===== config.mk =====
export PLATFORM = sky130hd
export DESIGN_NAME = fetch_exec_ctrl
export DESIGN_NICKNAME = d
export VERILOG_FILES = /design/src/rtl/fetch_exec_ctrl.sv
export SDC_FILE = /design/constraint.sdc
export NUM_CORES = 1
export LEC_CHECK = 0
export BUFFER_PORTS_ARGS = -buffer_cell sky130_fd_sc_hd__buf_2
export CAP_MARGIN = 20
export CORE_AREA = 2 2 39 41
export DETAILED_ROUTE_END_ITERATION = 10
export DIE_AREA = 0 0 41 43
export PLACE_DENSITY = 0.71
export SYNTH_ARGS = -nofsm -noshare
export SYNTH_HDL_FRONTEND = slang
export SYNTH_SLANG_ARGS = --single-unit

===== constraint.sdc =====
create_clock -name clk -period 4.7 [get_ports clk]
set_input_delay 0.47 -clock clk [delete_from_list [all_inputs] [get_ports clk]]
set_output_delay 0.47 -clock clk [all_outputs]
set_load 0.01 [all_outputs]

===== src/rtl/fetch_exec_ctrl.sv =====
// ---------------------------------------------------------------------------
// fetch_exec_ctrl
// Sequencing controller for the 4-bit nibble processor fetch path.
// It steps through WAIT -> FETCH -> EXEC. In EXEC it decodes the opcode
// nibble into datapath strobes. Opcode D sends the machine to HALT, and
// only reset leaves HALT.
//
// Ports
//   clk        : system clock, all state updates on the rising edge
//   reset      : synchronous active-high reset
//   run        : 1 = sequence instructions, 0 = park in WAIT
//   Instr      : opcode nibble from the fetch register (used in EXEC only)
//   c_flag     : registered carry flag
//   z_flag     : registered zero flag
//   enablePG   : PC increment strobe
//   enableFTCH : fetch register load strobe
//   loadPC     : PC parallel load (jump taken)
//   loadA      : accumulator load
//   loadFlags  : C/Z flag register load
//   loadOut    : output port register load
//   oeOprnd    : drive the operand nibble onto the bus
//   oeIn       : drive the input port onto the bus
//   oeALU      : drive the ALU result onto the bus
//   aluSel     : 000 PASS_B, 001 ADD, 010 SUB, 011 NAND
//   halted     : high while in HALT
//   state_o    : 00 WAIT, 01 FETCH, 10 EXEC, 11 HALT
//
// Parameter
//   WAIT_CYCLES : ROM settle cycles before each FETCH (0..15)
// ---------------------------------------------------------------------------
module fetch_exec_ctrl #(
    parameter int WAIT_CYCLES = 1
) (
    input  logic       clk,
    input  logic       reset,
    input  logic       run,
    input  logic [3:0] Instr,
    input  logic       c_flag,
    input  logic       z_flag,
    output logic       enablePG,
    output logic       enableFTCH,
    output logic       loadPC,
    output logic       loadA,
    output logic       loadFlags,
    output logic       loadOut,
    output logic       oeOprnd,
    output logic       oeIn,
    output logic       oeALU,
    output logic [2:0] aluSel,
    output logic       halted,
    output logic [1:0] state_o
);

    typedef enum logic [1:0] {
        ST_WAIT  = 2'b00,
        ST_FETCH = 2'b01,
        ST_EXEC  = 2'b10,
        ST_HALT  = 2'b11
    } state_t;

    localparam logic [3:0] WAIT_LIM = 4'(WAIT_CYCLES);

    localparam logic [2:0] ALU_PASS_B = 3'b000;
    localparam logic [2:0] ALU_ADD    = 3'b001;
    localparam logic [2:0] ALU_SUB    = 3'b010;
    localparam logic [2:0] ALU_NAND   = 3'b011;

    state_t     state_r;
    logic [3:0] wait_cnt_r;

    // State register and ROM-settle counter.
    always_ff @(posedge clk) begin
        if (reset) begin
            state_r    <= ST_WAIT;
            wait_cnt_r <= 4'd0;
        end else begin
            case (state_r)
                ST_WAIT: begin
                    if (!run) begin
                        // While parked, the settle count restarts from zero.
                        wait_cnt_r <= 4'd0;
                    end else if (wait_cnt_r == WAIT_LIM) begin
                        wait_cnt_r <= 4'd0;
                        state_r    <= ST_FETCH;
                    end else begin
                        wait_cnt_r <= wait_cnt_r + 4'd1;
                    end
                end
                ST_FETCH: state_r <= ST_EXEC;
                // EXEC always completes, whatever the value of run.
                ST_EXEC:  state_r <= (Instr == 4'hD) ? ST_HALT : ST_WAIT;
                ST_HALT:  state_r <= ST_HALT;
                default:  state_r <= ST_WAIT;
            endcase
        end
    end

    // Strobe decode: depends on state only, plus Instr and the flags in EXEC.
    always_comb begin
        enablePG   = 1'b0;
        enableFTCH = 1'b0;
        loadPC     = 1'b0;
        loadA      = 1'b0;
        loadFlags  = 1'b0;
        loadOut    = 1'b0;
        oeOprnd    = 1'b0;
        oeIn       = 1'b0;
        oeALU      = 1'b0;
        aluSel     = ALU_PASS_B;
        halted     = 1'b0;
        case (state_r)
            ST_FETCH: enableFTCH = 1'b1;
            ST_HALT:  halted     = 1'b1;
            ST_EXEC: begin
                enablePG = 1'b1;
                case (Instr)
                    4'h1: begin
                        oeOprnd = 1'b1; oeALU = 1'b1; loadA = 1'b1;
                        aluSel  = ALU_PASS_B;
                    end
                    4'h2: begin
                        oeOprnd = 1'b1; oeALU = 1'b1; loadA = 1'b1; loadFlags = 1'b1;
                        aluSel  = ALU_ADD;
                    end
                    4'h3: begin
                        oeOprnd = 1'b1; oeALU = 1'b1; loadA = 1'b1; loadFlags = 1'b1;
                        aluSel  = ALU_SUB;
                    end
                    4'h4: begin
                        oeOprnd = 1'b1; oeALU = 1'b1; loadA = 1'b1; loadFlags = 1'b1;
                        aluSel  = ALU_NAND;
                    end
                    // Compare only updates the flags; the result is not put on the bus.
                    4'h5: begin
                        oeOprnd = 1'b1; loadFlags = 1'b1;
                        aluSel  = ALU_SUB;
                    end
                    4'h6: begin
                        oeIn   = 1'b1; oeALU = 1'b1; loadA = 1'b1;
                        aluSel = ALU_PASS_B;
                    end
                    4'h7: loadOut = 1'b1;
                    4'h8: begin
                        loadPC = 1'b1; enablePG = 1'b0;
                    end
                    4'h9: begin
                        if (c_flag) begin
                            loadPC = 1'b1; enablePG = 1'b0;
                        end else begin
                            loadPC = 1'b0;
                        end
                    end
                    4'hA: begin
                        if (!c_flag) begin
                            loadPC = 1'b1; enablePG = 1'b0;
                        end else begin
                            loadPC = 1'b0;
                        end
                    end
                    4'hB: begin
                        if (z_flag) begin
                            loadPC = 1'b1; enablePG = 1'b0;
                        end else begin
                            loadPC = 1'b0;
                        end
                    end
                    4'hC: begin
                        if (!z_flag) begin
                            loadPC = 1'b1; enablePG = 1'b0;
                        end else begin
                            loadPC = 1'b0;
                        end
                    end
                    4'hD:    enablePG = 1'b0;
                    default: enablePG = 1'b1;   // 0, E, F behave as NOP
                endcase
            end
            default: halted = 1'b0;
        endcase
    end

    assign state_o = state_r;

endmodule

==> reports/metrics.yaml <==
status:
  status: "finished clean"
floorplanning:
  rows: 14
  fp.dieH_um: 43
  initial_core_util: 0.382
  die-area_um2: 1760
  io_pins: 24
  fp.dieW_um: 41
  core-area_um2: 1380
clocking:
  post_cts_resize_count: 0
  clk_latency_ns: 0.25
  cts_hold_buf: 0
  clkTransAtPathRegs_ns: 0.04
  cts_tree: "yes"
  cts_sinks: 6
  clockBufferDepth: 2
  cts_buffers: 3
  post_cts_buffers: 0
  h-tree-depth: 1
  clock-root-buffer: "clkbuf_4"
routing:
  wl_per_cell_um: 11.5
  drtIter0Drc: 15
  vias_per_cell: 5.46
  drtPass1Iterations: 3
  drc_errors: 0
  drt-total-wl_mm: 1.21
  ant_nets: 0
  vias: 573
sta:
  hold_viol_final: 0
  period_minus_slack_ns: 1.97
  worst_pin_slew_ns: 0.584
  timing.hold.ws_ns: 0.470
  relSlewSlack: 0.610
  clock.fmax_ghz: 0.507
  maxSlewViolCount: 0
  fin_skew_ns: 0.00251
  rsz0062_at_grt: "no"
  fin_tns_setup_ns: 0
  finalCritPeriodShare: 0.420
  setup_violations: 0
global_route:
  antenna_found_initial: 0
  grt_usage: 0.150
  grt_overflow: 0
  grt_start_max_net_pins: 14
  grt_pass1_wl_mm: 1.84
  grt_pass1_vias: 454
synth:
  synth_seq_cells: 6
  yosysTopAreaCellShare: 0.227
  ys_seq_area_frac: 0.227
  yosys_warnings: 0
  syn_nets: 82
  yosysTopAreaCell: "dfxtp_1"
  syn_avg_cell_area_um2: 7.44
  ys_top_cells_by_area: "dfxtp_1 23%, a21oi_1 6.6%, o21ai_0 5.7%, nor2_1 5.0%, ha_1 4.7%"
  syn-cell-area_um2: 528
  syn_inst: 71
  synthDistinctLibCells: 34
cells_and_area:
  layout_commonest_cell: "buf_2"
  drive_gt1_frac: 0.315
  area_growth_pct: 21.6
  final_cell_mix: "22 x buf_2, 7 x nor2_1, 7 x a21oi_1, 6 x o21ai_0, 6 x dfxtp_1"
  layout.nets: 102
  antenna_cells: 0
min_path:
  hp-class: "input pin to flop"
placed_design:
  port_buffers: 22
  gp_congestion: 0.712
  hpwl_um: 876
worst_setup_path:
  arrival_ns: 1.50
  worstSetupPathType: "flop to output port"
  crit_path_cell_trace: "nor3b_1, o31ai_1, a21oi_1, buf_2"
  max_stage_delay_ns: 0.52
  slowest_stage: "dfxtp_1"
  path_delay_family: "flip-flops"
  crit_path_start_kind: "flop"
  crit_path_max_fanout: 13
  cp-end-kind: "output port"
  critical_path_buf_inv_count: 1
  cp.required_ns: 4.23
power_and_ir_drop:
  power_density_nw_per_um2: 199
  cellLeakagePower_uw: 0.000304
  ir_drop_mv: 0.0716
job:
  max_cap_violations: 0
power by group:
part | switching (uW) | internal [uW] | total (uW)
Clock | 19.7 | 29.0 | 48.7
Sequential | 2.34 | 52.5 | 54.9
Combinational | 13.4 | 10.8 | 24.2
Total | 35.5 | 92.3 | 128
kinds of logic after synthesis:
kind of cell | count (synthesis) | synth area share
buffers and inverters | 10 | 0.0948
and+or+nand+nor | 28 | 0.325
xor gates and xnor gates | 2 | 0.0332
DFF | 6 | 0.227
AOI/OAI and AO/OA | 21 | 0.244
adders and majority gates | 2 | 0.0474
muxes | 1 | 0.0213
other | 1 | 0.00710
sequential cells by signal (all words and copies together) (netlist names):
register and cells:
wait_cnt_r 4, state_o 2
worst paths after layout:
kind                                 to  cells after the start  slack (ns)                  startpoint
max                               oeALU                      4        2.73     state_o[1]$_SDFFE_PP0P_
min          wait_cnt_r[2]$_SDFFE_PP0N_                      2        0.47                       reset
max reg2reg     state_o[0]$_SDFFE_PP0P_                      4        3.06  wait_cnt_r[0]$_SDFFE_PP0N_
min reg2reg  wait_cnt_r[3]$_SDFFE_PP0N_                      2        0.52  wait_cnt_r[3]$_SDFFE_PP0N_
cell type report:
class / count / area (um2)
multi-input combinational: 55 / 358
fill: 144 / 742
inverter: 3 / 11.3
timing repair buffer: 22 / 110
sequential: 6 / 120
tap: 16 / 20.0
clock buffer: 3 / 22.5
cell usage after synthesis, drive strengths merged:
library cell  count
a41oi             1
a211oi            1
a21boi            1
o21ai             6
and3              1
nand2b            2
o31ai             1
and4b             1
nand3b            2
buf               2
mux2              1
ha                2
nand3             5
nor2              7
a21oi             7
a31oi             1
and2              1
a2111o            1
nor3              1
nor3b             2
dfxtp             6
or4b              1
inv               3
or3b              1
xor2              1
nand2             1
nand4bb           1
nor2b             2
clkbuf            5
conb              1
xnor2             1
o21bai            2
metrics by stage:
step	std cells	setup slack [ns]	power (uW)	util	area (um2)
after floorplan	71	2.87	72.2	-	528
after global placement	102	2.85	79.0	0.448	619
after detailed placement	102	2.79	79.9	0.448	619
after CTS	105	2.69	129	0.464	642
after global routing	105	2.64	134	0.464	642
final	105	2.73	128	0.464	642
layer usage:
metal	vias up	wire length, um	track usage
met5	-	0	0
met4	0	25	0.100
met3	3	93	0.0314
met2	24	520	0.213
met1	259	567	0.195
li1	287	-	-
Note: power is estimated with default switching activity, not from simulation.
